**src/rtl/predecode_stage_n.sv**
```systemverilog
// N-lane pre-decode stage between fetch and rename: per-lane operand/immediate/FU extraction,
// taken-branch lane cut-off and a 2-entry skid buffer behind a valid/ready handshake.
module predecode_stage_n #(
    parameter int unsigned LANES  = 2,
    parameter int unsigned ADDR_W = 32,
    parameter int unsigned GHR_W  = 8,
    parameter int unsigned RA_W   = 5
) (
    input  logic                      clk,
    input  logic                      rst_n,
    input  logic                      flush,
    input  logic                      in_valid,
    output logic                      in_ready,
    input  logic [LANES-1:0]          in_lane_valid,
    input  logic [32*LANES-1:0]       in_inst,
    input  logic [ADDR_W*LANES-1:0]   in_pc,
    input  logic [LANES-1:0]          in_pred_taken,
    input  logic [ADDR_W*LANES-1:0]   in_pred_target,
    input  logic [GHR_W*LANES-1:0]    in_pred_hist,
    output logic                      out_valid,
    input  logic                      out_ready,
    output logic [LANES-1:0]          out_lane_valid,
    output logic [32*LANES-1:0]       out_inst,
    output logic [ADDR_W*LANES-1:0]   out_pc,
    output logic [LANES-1:0]          out_pred_taken,
    output logic [ADDR_W*LANES-1:0]   out_pred_target,
    output logic [GHR_W*LANES-1:0]    out_pred_hist,
    output logic [2*LANES-1:0]        out_fu_type,
    output logic [RA_W*LANES-1:0]     out_rs1,
    output logic [RA_W*LANES-1:0]     out_rs2,
    output logic [RA_W*LANES-1:0]     out_rd,
    output logic [32*LANES-1:0]       out_imm,
    output logic [LANES-1:0]          out_use_imm,
    output logic [LANES-1:0]          out_rs1_is_fp,
    output logic [LANES-1:0]          out_rs2_is_fp,
    output logic [LANES-1:0]          out_rd_is_fp,
    output logic [LANES-1:0]          out_is_branch,
    output logic [LANES-1:0]          out_illegal
);

    localparam logic [1:0] AluTypeInt = 2'd0;
    localparam logic [1:0] AluTypeMul = 2'd1;
    localparam logic [1:0] AluTypeMem = 2'd2;
    localparam logic [1:0] AluTypeFo  = 2'd3;

    localparam logic [6:0] OpLui     = 7'b0110111;
    localparam logic [6:0] OpAuipc   = 7'b0010111;
    localparam logic [6:0] OpJal     = 7'b1101111;
    localparam logic [6:0] OpJalr    = 7'b1100111;
    localparam logic [6:0] OpBranch  = 7'b1100011;
    localparam logic [6:0] OpLoad    = 7'b0000011;
    localparam logic [6:0] OpStore   = 7'b0100011;
    localparam logic [6:0] OpImm     = 7'b0010011;
    localparam logic [6:0] OpOp      = 7'b0110011;
    localparam logic [6:0] OpMiscMem = 7'b0001111;
    localparam logic [6:0] OpSystem  = 7'b1110011;
    localparam logic [6:0] OpLoadFp  = 7'b0000111;
    localparam logic [6:0] OpStoreFp = 7'b0100111;
    localparam logic [6:0] OpOpFp    = 7'b1010011;
    localparam logic [6:0] OpMadd    = 7'b1000011;
    localparam logic [6:0] OpMsub    = 7'b1000111;
    localparam logic [6:0] OpNmsub   = 7'b1001011;
    localparam logic [6:0] OpNmadd   = 7'b1001111;

    typedef struct packed {
        logic              valid;
        logic [31:0]       inst;
        logic [ADDR_W-1:0] pc;
        logic              pred_taken;
        logic [ADDR_W-1:0] pred_target;
        logic [GHR_W-1:0]  pred_hist;
        logic [1:0]        fu_type;
        logic [RA_W-1:0]   rs1;
        logic [RA_W-1:0]   rs2;
        logic [RA_W-1:0]   rd;
        logic [31:0]       imm;
        logic              use_imm;
        logic              rs1_is_fp;
        logic              rs2_is_fp;
        logic              rd_is_fp;
        logic              is_branch;
        logic              illegal;
    } lane_t;

    typedef lane_t [LANES-1:0] batch_t;

    typedef enum logic [1:0] {StEmpty, StOne, StTwo} state_e;

    function automatic lane_t decode_lane(input logic [31:0] inst);
        lane_t      d;
        logic [6:0] op;
        logic [4:0] f5;
        logic       csr_imm;
        d       = '0;
        op      = inst[6:0];
        f5      = inst[31:27];
        csr_imm = (op == OpSystem) && inst[14];
        d.inst  = inst;
        d.rs1   = RA_W'(inst[19:15]);
        d.rd    = RA_W'(inst[11:7]);
        case (op)
            OpLui, OpAuipc: begin
                d.rs1     = '0;
                d.imm     = {inst[31:12], 12'b0};
                d.use_imm = 1'b1;
            end
            OpJal: begin
                d.rs1       = '0;
                d.imm       = {{11{inst[31]}}, inst[31], inst[19:12], inst[20], inst[30:21], 1'b0};
                d.use_imm   = 1'b1;
                d.is_branch = 1'b1;
            end
            OpJalr: begin
                d.imm       = {{20{inst[31]}}, inst[31:20]};
                d.use_imm   = 1'b1;
                d.is_branch = 1'b1;
            end
            OpBranch: begin
                d.rs2       = RA_W'(inst[24:20]);
                d.rd        = '0;
                d.imm       = {{19{inst[31]}}, inst[31], inst[7], inst[30:25], inst[11:8], 1'b0};
                d.use_imm   = 1'b1;
                d.is_branch = 1'b1;
            end
            OpLoad, OpMiscMem: begin
                d.imm     = {{20{inst[31]}}, inst[31:20]};
                d.use_imm = 1'b1;
                d.fu_type = AluTypeMem;
            end
            OpStore: begin
                d.rs2     = RA_W'(inst[24:20]);
                d.rd      = '0;
                d.imm     = {{20{inst[31]}}, inst[31:25], inst[11:7]};
                d.use_imm = 1'b1;
                d.fu_type = AluTypeMem;
            end
            OpImm: begin
                d.imm     = {{20{inst[31]}}, inst[31:20]};
                d.use_imm = 1'b1;
            end
            OpOp: begin
                d.rs2     = RA_W'(inst[24:20]);
                d.fu_type = (inst[31:25] == 7'b0000001) ? AluTypeMul : AluTypeInt;
            end
            OpSystem: begin
                if (csr_imm) begin
                    d.rs1     = '0;
                    d.imm     = {27'b0, inst[19:15]};
                    d.use_imm = 1'b1;
                end else begin
                    d.imm = {{20{inst[31]}}, inst[31:20]};
                end
            end
            OpLoadFp: begin
                d.imm      = {{20{inst[31]}}, inst[31:20]};
                d.fu_type  = AluTypeFo;
                d.rd_is_fp = 1'b1;
            end
            OpStoreFp: begin
                d.rs2       = RA_W'(inst[24:20]);
                d.rd        = '0;
                d.imm       = {{20{inst[31]}}, inst[31:25], inst[11:7]};
                d.fu_type   = AluTypeFo;
                d.rs2_is_fp = 1'b1;
            end
            OpOpFp: begin
                d.rs2       = RA_W'(inst[24:20]);
                d.fu_type   = AluTypeFo;
                // int->fp moves/converts read an integer source; compares/fp->int write one
                d.rs1_is_fp = !(f5 == 5'b11010 || f5 == 5'b11110);
                d.rs2_is_fp = 1'b1;
                d.rd_is_fp  = !(f5 == 5'b10100 || f5 == 5'b11000 || f5 == 5'b11100);
            end
            OpMadd, OpMsub, OpNmsub, OpNmadd: begin
                d.rs2       = RA_W'(inst[24:20]);
                d.fu_type   = AluTypeFo;
                d.rs1_is_fp = 1'b1;
                d.rs2_is_fp = 1'b1;
                d.rd_is_fp  = 1'b1;
            end
            default: d.illegal = 1'b1;
        endcase
        if (inst[1:0] != 2'b11) begin
            d.illegal = 1'b1;
        end
        if (d.illegal) begin
            d         = '0;
            d.inst    = inst;
            d.illegal = 1'b1;
        end
        return d;
    endfunction

    state_e         state_q, state_d;
    batch_t         slot0_q, slot0_d;
    batch_t         slot1_q, slot1_d;
    logic           in_ready_q, in_ready_d;
    logic           out_valid_q, out_valid_d;
    logic [LANES-1:0] cut_valid;
    batch_t         new_batch;
    logic           push;
    logic           pop;

    always_comb begin
        logic taken_seen;
        taken_seen = 1'b0;
        cut_valid  = '0;
        new_batch  = '0;
        for (int i = 0; i < LANES; i++) begin
            cut_valid[i] = in_lane_valid[i] & ~taken_seen;
            if (cut_valid[i]) begin
                new_batch[i]             = decode_lane(in_inst[i*32 +: 32]);
                new_batch[i].valid       = 1'b1;
                new_batch[i].pc          = in_pc[i*ADDR_W +: ADDR_W];
                new_batch[i].pred_taken  = in_pred_taken[i];
                new_batch[i].pred_target = in_pred_target[i*ADDR_W +: ADDR_W];
                new_batch[i].pred_hist   = in_pred_hist[i*GHR_W +: GHR_W];
                if (in_pred_taken[i]) begin
                    taken_seen = 1'b1;
                end
            end
        end
    end

    always_comb begin
        push    = in_valid & in_ready_q & ~flush & (|cut_valid);
        pop     = out_valid_q & out_ready;
        state_d = state_q;
        slot0_d = slot0_q;
        slot1_d = slot1_q;
        if (flush) begin
            state_d = StEmpty;
        end else begin
            case (state_q)
                StEmpty: begin
                    if (push) begin
                        slot0_d = new_batch;
                        state_d = StOne;
                    end
                end
                StOne: begin
                    if (push && pop) begin
                        slot0_d = new_batch;
                    end else if (push) begin
                        slot1_d = new_batch;
                        state_d = StTwo;
                    end else if (pop) begin
                        state_d = StEmpty;
                    end
                end
                StTwo: begin
                    if (pop) begin
                        slot0_d = slot1_q;
                        state_d = StOne;
                    end
                end
                default: state_d = StEmpty;
            endcase
        end
        in_ready_d  = (state_d != StTwo);
        out_valid_d = (state_d != StEmpty);
    end

    always_ff @(posedge clk or negedge rst_n) begin
        if (!rst_n) begin
            state_q     <= StEmpty;
            slot0_q     <= '0;
            slot1_q     <= '0;
            in_ready_q  <= 1'b1;
            out_valid_q <= 1'b0;
        end else begin
            state_q     <= state_d;
            slot0_q     <= slot0_d;
            slot1_q     <= slot1_d;
            in_ready_q  <= in_ready_d;
            out_valid_q <= out_valid_d;
        end
    end

    assign in_ready  = in_ready_q;
    assign out_valid = out_valid_q;

    always_comb begin
        for (int i = 0; i < LANES; i++) begin
            out_lane_valid[i]                       = slot0_q[i].valid;
            out_inst[i*32 +: 32]                    = slot0_q[i].inst;
            out_pc[i*ADDR_W +: ADDR_W]              = slot0_q[i].pc;
            out_pred_taken[i]                       = slot0_q[i].pred_taken;
            out_pred_target[i*ADDR_W +: ADDR_W]     = slot0_q[i].pred_target;
            out_pred_hist[i*GHR_W +: GHR_W]         = slot0_q[i].pred_hist;
            out_fu_type[i*2 +: 2]                   = slot0_q[i].fu_type;
            out_rs1[i*RA_W +: RA_W]                 = slot0_q[i].rs1;
            out_rs2[i*RA_W +: RA_W]                 = slot0_q[i].rs2;
            out_rd[i*RA_W +: RA_W]                  = slot0_q[i].rd;
            out_imm[i*32 +: 32]                     = slot0_q[i].imm;
            out_use_imm[i]                          = slot0_q[i].use_imm;
            out_rs1_is_fp[i]                        = slot0_q[i].rs1_is_fp;
            out_rs2_is_fp[i]                        = slot0_q[i].rs2_is_fp;
            out_rd_is_fp[i]                         = slot0_q[i].rd_is_fp;
            out_is_branch[i]                        = slot0_q[i].is_branch;
            out_illegal[i]                          = slot0_q[i].illegal;
        end
    end

endmodule

```
**config.mk**
```make
export PLATFORM = sky130hd
export DESIGN_NAME = predecode_stage_n
export DESIGN_NICKNAME = d
export VERILOG_FILES = /design/src/rtl/predecode_stage_n.sv
export SDC_FILE = /design/constraint.sdc
export NUM_CORES = 1
export LEC_CHECK = 0
export BUFFER_PORTS_ARGS = -buffer_cell sky130_fd_sc_hd__clkbuf_2
export CAP_MARGIN = 20
export CORE_ASPECT_RATIO = 0.6
export CORE_UTILIZATION = 52
export DETAILED_ROUTE_END_ITERATION = 10
export PLACE_DENSITY = 0.76
export SETUP_SLACK_MARGIN = 0.1
export SLEW_MARGIN = 5
export SYNTH_ARGS = -nofsm -noshare
export SYNTH_HDL_FRONTEND = slang
export SYNTH_SLANG_ARGS = --single-unit
```
**constraint.sdc**
```tcl
create_clock -name clk -period 3.67 [get_ports clk]
set_input_delay 0.5505 -clock clk [delete_from_list [all_inputs] [get_ports clk]]
set_output_delay 0.5505 -clock clk [all_outputs]
set_load 0.02 [all_outputs]
```
# Yosys cells after proc, flatten, opt, wreduce, memory -nomap -nowiden
# Index checks and enable logic that the tools add are counted.
[classes]
n_mul = 0
shift = 0
magnitude_cmp = 0
div = 0
bitwise = 8
muxes = 51
n_reduce_logical = 47
addsub = 0
eq_ne = 56
[op_table]
columns = ["op", "n"]
rows = [
  ["2-to-1 mux 322 bit", 3],
  ["one-hot mux 322 bit (3 select lines)", 1],
  ["one-hot mux 32 bit (6 select lines)", 2],
  ["2-to-1 mux 161 bit", 2],
  ["== test 7 bit, second input constant", 18],
  ["2-to-1 mux 55 bit", 2],
  ["2-to-1 mux 32 bit", 2],
  ["== test 7 x 6 -> 1 bit, second input constant", 8],
  ["== test 5 bit, second input constant", 10],
  ["OR reduction 18 bit", 2],
  ["OR reduction 9 bit", 4],
  ["2-to-1 mux 5 bit", 6],
  ["== test 7 x 5 -> 1 bit, second input constant", 4],
  ["OR reduction 3 bit", 8],
  ["one-hot mux 5 bit (2 select lines)", 2],
  ["OR reduction 5 bit", 4],
  ["one-hot mux 2 bit (3 select lines)", 3],
  ["2-to-1 mux 1 bit", 16],
  ["== test 7 x 1 -> 1 bit, second input constant", 2],
  ["== test 7 x 2 -> 1 bit, second input constant", 2],
  ["== test 7 x 3 -> 1 bit, second input constant", 2],
  ["== test 7 x 4 -> 1 bit, second input constant", 2],
  ["OR reduction 7 bit", 2],
  ["2-to-1 mux 2 bit", 6],
  ["other kinds (17)", 49],
]
[word_totals]
memories = 0
reg_bits = 648
input_bits = 217
latchBits = 0
output_inout_bits = 324
mem_bits_ro = 0
ram_bits = 0
wordCells = 233

# Longest topological paths before layout
# Gate-level depths: netlist of run 1.
[depth]
word_depth = 11
ltp_mapped = 10
depth_no_buf = 5

# Worst setup path before layout of run 1
# Ideal clock, no wire load.
[synth_timing]
path_kind = "register -> register"
startpoint = "register in_ready_q, in the netlist in_ready"
endpoint = "register slot1_q[204] in the netlist's numbering"
period_less_slack_ns = 2.117
setup_time_ns = 0.074
required_ns = 3.596
path_stages_with_launch = 9
arrival_ns = 2.043
path_buffers = 3
setup_slack_ns = 1.553
cell_sequence = "dfstp_2 -> o211a_1 -> nand2b_1 -> or3_1 -> buf_2 -> buf_6 -> buf_6 -> a211o_4 -> o21ai_2"
[synth_between]
elab_chain_len = 6
[synth_rtl]
columns = ["element", "line", "source"]
rows = [
  ["start: declaration", "197", "logic in_ready_q, in_ready_d;"],
  ["start signal: assignment", "275", "in_ready_q <= in_ready_d;"],
  ["bitwise AND 1 bit * (3 in a row)", "226", "push = in_valid & in_ready_q & ~flush & (|cut_valid);"],
  ["logical AND 1 bit", "242", "if (push && pop) begin"],
  ["NOT 1 bit (no line)", "--", ""],
  ["AND reduction 4 bit (no line) *", "--", ""],
  ["end signal: assignment", "274", "slot1_q <= slot1_d;"],
  ["end: declaration", "196", "batch_t slot1_q, slot1_d;"],
]
# Mark *: on every way between the ends. The rest lies on a longest branch, timed or not.
# A chain may end at the register's enable or synchronous reset.

# Worst setup path after layout of run 1
[layout_timing]
startpoint = "register state_q[1]"
endpoint = "register slot0_q, in the netlist out_inst[43]"
[layout_between]
elab_chain_len = 3
elab_cells_between_ends = 9
cone_classes = "5 x eq/ne; 1 x mux; 3 x reduce/logical"
[layout_rtl]
columns = ["element", "line", "source"]
rows = [
  ["start: declaration", "194", "state_e state_q, state_d;"],
  ["start signal: assignment", "266", "state_q <= StEmpty;"],
  ["start signal: assignment", "272", "state_q <= state_d;"],
  ["== test 2 x 1 -> 1 bit, or another cell as far along", "234", "case (state_q)"],
  ["!= test 2 bit (no line) / nonzero test 3 bit (equally long branches)", "--", ""],
  ["AND reduction 5 bit (no line)", "--", ""],
  ["end signal: assignment", "273", "slot0_q <= slot0_d;"],
  ["end: declaration", "195", "batch_t slot0_q, slot0_d;"],
]
# Several ways; a longest one is shown, not always the timed one.

==> results of run 1 <==
-- layout make-up --
| class | count | area [um^2] | area share (%) |
|---|---|---|---|
| diodes | 2 | 5.00 | 0.0148 |
| multi-input cells | 2301 | 11100 | 32.9 |
| clock buffers | 89 | 1770 | 5.23 |
| inverters | 26 | 97.6 | 0.289 |
| flip-flops and latches | 648 | 16200 | 48.0 |
| repair buffers | 612 | 3520 | 10.4 |
| well taps | 714 | 893 | 2.64 |
| clock inverters | 14 | 198 | 0.585 |
-- worst paths after layout --
kind,from,to,slack (ns),cells past startpoint
setup reg to reg,state_q[1]$_DFF_PN0_,out_inst[43]$_DFFE_PN0P_,1.09,5
max in group asynchronous,rst_n,slot1_q[247]$_DFFE_PN0P_,2.12,3
hold / removal,in_pc[17],slot1_q[113]$_DFFE_PN0P_,0.19,3
hold reg to reg,slot1_q[150]$_DFFE_PN0P_,slot1_q[150]$_DFFE_PN0P_,0.48,2
setup / recovery,state_q[1]$_DFF_PN0_,out_inst[43]$_DFFE_PN0P_,1.09,5
min in group asynchronous,rst_n,out_imm[46]$_DFFE_PN0P_,0.51,2
-- cell families (layout without fill, tap and decap cells) --
family,after synthesis,count (layout)
buf+inv,293,741
simple gates,1240,1240
compound gates,1060,1060
xor+xnor,1,1
other cells,0,2
flops,648,648
-- flip-flops by register name, indices dropped and copies added, names as in the netlist, 16 cells and up --
| name | count |
|---|---|
| out_pred_target | 64 |
| slot1_q | 322 |
| out_pc | 64 |
| out_pred_hist | 16 |
| out_imm | 64 |
| out_inst | 64 |
-- stage by stage --
stage	total power, mW	cells	utilization (%)	hold slack, ns	cell area (um^2)
2_1_floorplan	11.0	3242	-	0.255	28500
3_3_place_gp	12.5	4300	58.7	0.453	31800
3_5_place_dp	12.6	4300	58.7	0.459	31800
4_1_cts	19.0	4404	62.4	0.151	33800
5_1_grt	19.7	4406	62.4	0.183	33800
6_report	18.8	4406	62.4	0.194	33800
-- power by group --
group	internal, mW	switching [mW]	leakage, nW
sequential	8.26	0.695	8.54
clock	3.59	2.73	0.964
combinational	1.16	2.40	6.84
-- worst max-delay path: stages, from the launching register on --
cell and delay, ns:
dfrtp_1 0.54, nor2b_4 0.56, buf_4 0.54, nor2_1 0.34, a221oi_1 0.37, nor2_1 0.07
-- cells in the mapped netlist, drive strengths merged (8+ instances only) --
cell and count:
a32o 8, nor2 347, buf 102, o22ai 64
a221oi 25, nand3 32, o31ai 30, o21ai 475
inv 26, nor3b 9, dfrtp 647, nand2b 12
o211ai 13, o21a 10, a21oi 334, nand2 761
nor3 11, a31oi 22, clkbuf 165, nand4 12
a32oi 8, a22o 24, nor2b 10
-- layer usage --
metal  up-vias  routed length (um)  part of all wire [%]  track usage, %
li1      11900                   -                     -               -
met4         0                2430                   3.0            9.01
met2       976               36500                    45            42.6
met1     12000               36500                    45            42.7
met5         -                   0                     0               0
met3       149                6250                   7.7            5.70
==> results.cfg, run 1 <==
[placed_design]
numPortBuffers = 540
dpl.hpwl_um = 55700
pre_cts_ws_ns = 0.957
place_congestion = 0.916

[global_route]
antenna_found_initial = 2
overflow = 0
grt_pass1_vias = 22800
grt_max_degree = 135
track_usage_pct = 28.7
grt_first_pass_wirelength_um = 128000

[synthesis]
synthTopCellsByArea = dfrtp_1, nand2_1, o21ai_0
async_flop_share_pct = 100
syn_inst = 3242
syn_avg_cell_area_um2 = 8.79
synth_top_area_share_pct = 56.8
synth_nets = 3459
synth_ff_type = dfrtp_1
synth_simple_gate_area_share_pct = 17.7
synth-edff-count = 0
synth_adder_area_share_pct = 0
yosysWarningCount = 0
synth_cell_types = 73
synth_top_area_cell = dfrtp_1
synth_xor_area_share_pct = 0.0307
seq_area_frac_synth_pct = 56.9
synth_top_family_by_area = compound AO/OA/AOI/OAI gates
synth_compound_area_share_pct = 21.1
synthMuxAreaShare_pct = 0
syn_area_um2 = 28500
ys_seq_elements = 648

[power]
cellPowerDensity_nw_per_um2 = 557
ir_worst_vdd_v = 0.000467
leakagePower_nw = 16.3

[sta]
hold_viol = 0
min_period_over_period_pct = 70.4
finalWorstPathRequiredPeriod_ns = 2.58
tightest_slew_ns = 0.905
finalClockSkew_ns = 0.0222
final-setup-viol-count = 0
tns_ns = 0
rsz0062_at_grt = no
slew_headroom_pct = 38.8
drv_slew = 0
fmax_ghz = 0.387
setup_slack_ns = 1.09

[cts]
path_clk_slew_ns = 0.07
post_cts_resize_count = 0
htree_levels = 2
cts_num_sinks = 648
cts.path.max_buffers = 3
cts_buffers = 58
cts_tree = built
clock_tree.root_cell = clkbuf_16
clock_latency_ns = 0.62
postCtsSetupBuffers = 0
hold_buffers = 1

[die]
dieWidth_um = 304
initial_utilization_pct = 52.6
io_pins = 541
num_rows = 66
die_h_um = 183
core_um2 = 54200
dieArea_um2 = 55800

[routing]
dr.first_iter.drc_count = 2557
antenna_left = 0
routed_wl_um = 81600
vias = 25000
drt_first_pass_iters = 6
wl_per_cell_um = 18.5
viasPerCell = 5.68
drc = 0

[cells_and_area]
mostFrequentLayoutCells = nand2_1, dfrtp_1, clkbuf_2
fill_cells = 4565
drive_gt1_share_pct = 19.8
area_delta_synth_final_pct = 18.6
layout_commonest_cell = nand2_1
nNetsFinal = 3864

[worst_setup_path]
path_class = reg -> reg
crit_required_ns = 4.16
worstPathMaxFanout = 46
critPathArrivalTime_ns = 3.08
end_kind = flop
critPathLaunchType = flop

[job]
max-cap-violations = 0

[run_status]
status = finished clean

[worst_hold_path]
hold_path_class = in -> reg
No activity file was read; power rests on OpenSTA's default activity.
==> inputs of run 2 (changes only) <==
--- a/config.mk
+++ b/config.mk
@@ -8,7 +8,7 @@
 export BUFFER_PORTS_ARGS = -buffer_cell sky130_fd_sc_hd__clkbuf_2
 export CAP_MARGIN = 20
 export CORE_ASPECT_RATIO = 0.6
-export CORE_UTILIZATION = 52
+export CORE_UTILIZATION = 50
 export DETAILED_ROUTE_END_ITERATION = 10
 export PLACE_DENSITY = 0.76
 export SETUP_SLACK_MARGIN = 0.1
==> constraint.sdc (replaced) <==
create_clock -name clk -period 2.2 [get_ports clk]
set_input_delay 0.33 -clock clk [delete_from_list [all_inputs] [get_ports clk]]
set_output_delay 0.33 -clock clk [all_outputs]
set_load 0.02 [all_outputs]
==> results.cfg, run 2 (synthesis results as in run 1) <==
[cells_and_area]
register_area_um2 = 16200
regMostFlops = slot1_q
largest_reg_flops = 322
mostFrequentLayoutCells = nand2_1, dfrtp_1, clkbuf_2
multi_input_area_um2 = 11100
nNetsFinal = 4104
area_delta_synth_final_pct = 28.4
drive_gt1_share_pct = 20.7
fill_cells = 4456
fin_area_um2 = 36600
stdcell_count = 4692
layout_commonest_cell = nand2_1

[placed_design]
numPortBuffers = 540
place_congestion = 0.941
dpl.hpwl_um = 59300
pre_cts_ws_ns = -0.141
placed_area_um2 = 32700
dp.cells = 4420

[sta]
min_period_over_period_pct = 94.2
setup_slack_ns = 0.129
hold_viol = 0
slew_headroom_pct = 60.7
finalClockSkew_ns = 0.0352
fmax_ghz = 0.483
rsz0062_at_grt = yes
whs_ns = 0.0384
finalWorstPathRequiredPeriod_ns = 2.07
drv_slew = 0
tightest_slew_ns = 0.589
final-setup-viol-count = 0

[routing]
dr.first_iter.drc_count = 2674
drc = 0
routed_wl_um = 89400
antenna_left = 0
viasPerCell = 5.70
vias = 26700
wl_per_cell_um = 19.1
drt_first_pass_iters = 8

[worst_setup_path]
crit_path_top_delay_cell = dfstp_2
critPathArrivalTime_ns = 2.56
worst_r2r_endpoint = slot1_q[271]$_DFFE_PN0P_
r2r_slack_ns = 0.13
critPathLaunchType = flop
critPathMaxStageDelay_ns = 0.53
reg2reg_from = in_ready$_DFF_PN1_
end_kind = flop
path_cells = o211a_1 > nand2b_1 > or3_4 > buf_12 > buf_16 > nand2_1 > o21ai_0
crit_path_end = slot1_q[271]$_DFFE_PN0P_
worstPathMaxFanout = 84
crit_required_ns = 2.69
path_class = reg -> reg
worst-r2r-cell-count = 7
startpoint = in_ready$_DFF_PN1_

[global_route]
grt_pass1_vias = 25700
overflow = 0
grt_first_pass_wirelength_um = 141000
grt_max_degree = 102
antenna_found_initial = 2
track_usage_pct = 30.3

[power]
leakagePower_nw = 17.6
ir_worst_vdd_v = 0.000715
cellPowerDensity_nw_per_um2 = 890

[job]
max-cap-violations = 0

[cts]
htree_levels = 2
path_clk_slew_ns = 0.07
cts_tree = built
clock_tree.root_cell = clkbuf_16
cts_buffers = 58
cts.path.max_buffers = 3
clock_latency_ns = 0.64
cts_num_sinks = 648
postCtsSetupBuffers = 0

[die]
dieArea_um2 = 58000
dieWidth_um = 310
initial_utilization_pct = 50.8
num_rows = 67
core_um2 = 56100
io_pins = 541
die_h_um = 187

[worst_hold_path]
hold_path_class = in -> reg

[run_status]
status = finished clean
[run 2: per-layer routing]
metal	vias to the layer above	part of all wire, %	global-route usage [%]	routed length [um]
met5	-	0.015	0	13
met4	2	3.9	11.8	3490
met3	226	8.5	6.41	7590
met2	1264	44	44.8	39800
met1	12900	43	43.6	38500
li1	12400	-	-	-
[run 2: metrics by stage]
step                power [mW]  setup TNS (ns)  util [%]
floorplan                 18.4               0         -
CTS                       32.7               0      65.0
finish                    32.6               0      65.3
global placement          21.0          -0.540      58.4
global route              34.0               0      65.3
detailed placement        21.2           -1.78      58.4
[run 2: power by group]
| group | total [mW] | internal (mW) | switching, mW |
|---|---|---|---|
| clock | 11.2 | 6.60 | 4.56 |
| sequential | 15.0 | 13.8 | 1.17 |
| combinational | 6.47 | 2.27 | 4.20 |
[run 2: repair_timing]
action,4_1_cts,5_1_grt
endpoints found under the hold margin,361,0
setup endpoints to repair,0,140
gates resized for setup,0,17
hold buffers,163,0
[run 2: worst min path at each step]
stage	start	end	slack, ns	cells past startpoint
6_report	in_inst[11]	out_rd[4]$_DFFE_PN0P_	0.04	3
3_5_place_dp	rst_n	slot1_q[297]$_DFFE_PN0P_	0.24	1
2_1_floorplan	rst_n	out_fu_type[0]$_DFFE_PN0P_	0.03	0
5_1_grt	in_pc[15]	slot1_q[111]$_DFFE_PN0P_	0.02	3
4_1_cts	in_inst[11]	out_rd[4]$_DFFE_PN0P_	0.003	3
3_3_place_gp	rst_n	slot1_q[297]$_DFFE_PN0P_	0.24	1
[run 2: worst max-delay path, delay by kind of cell, from the launching register on]
kind / cells / cell delay, ns
buffers and inverters: 2 / 0.49
AOI/OAI and AO/OA: 2 / 0.24
and+or+nand+nor: 3 / 0.55
DFF: 1 / 0.53
[run 2: layout make-up]
cell class	count	share of cell area, %
inverter	26	0.267
clock buffer	88	4.86
sequential	648	44.3
tap	759	2.59
multi-input combinational	2301	30.4
clock inverter	17	0.868
timing repair buffer	852	16.7
antenna	1	0.00684
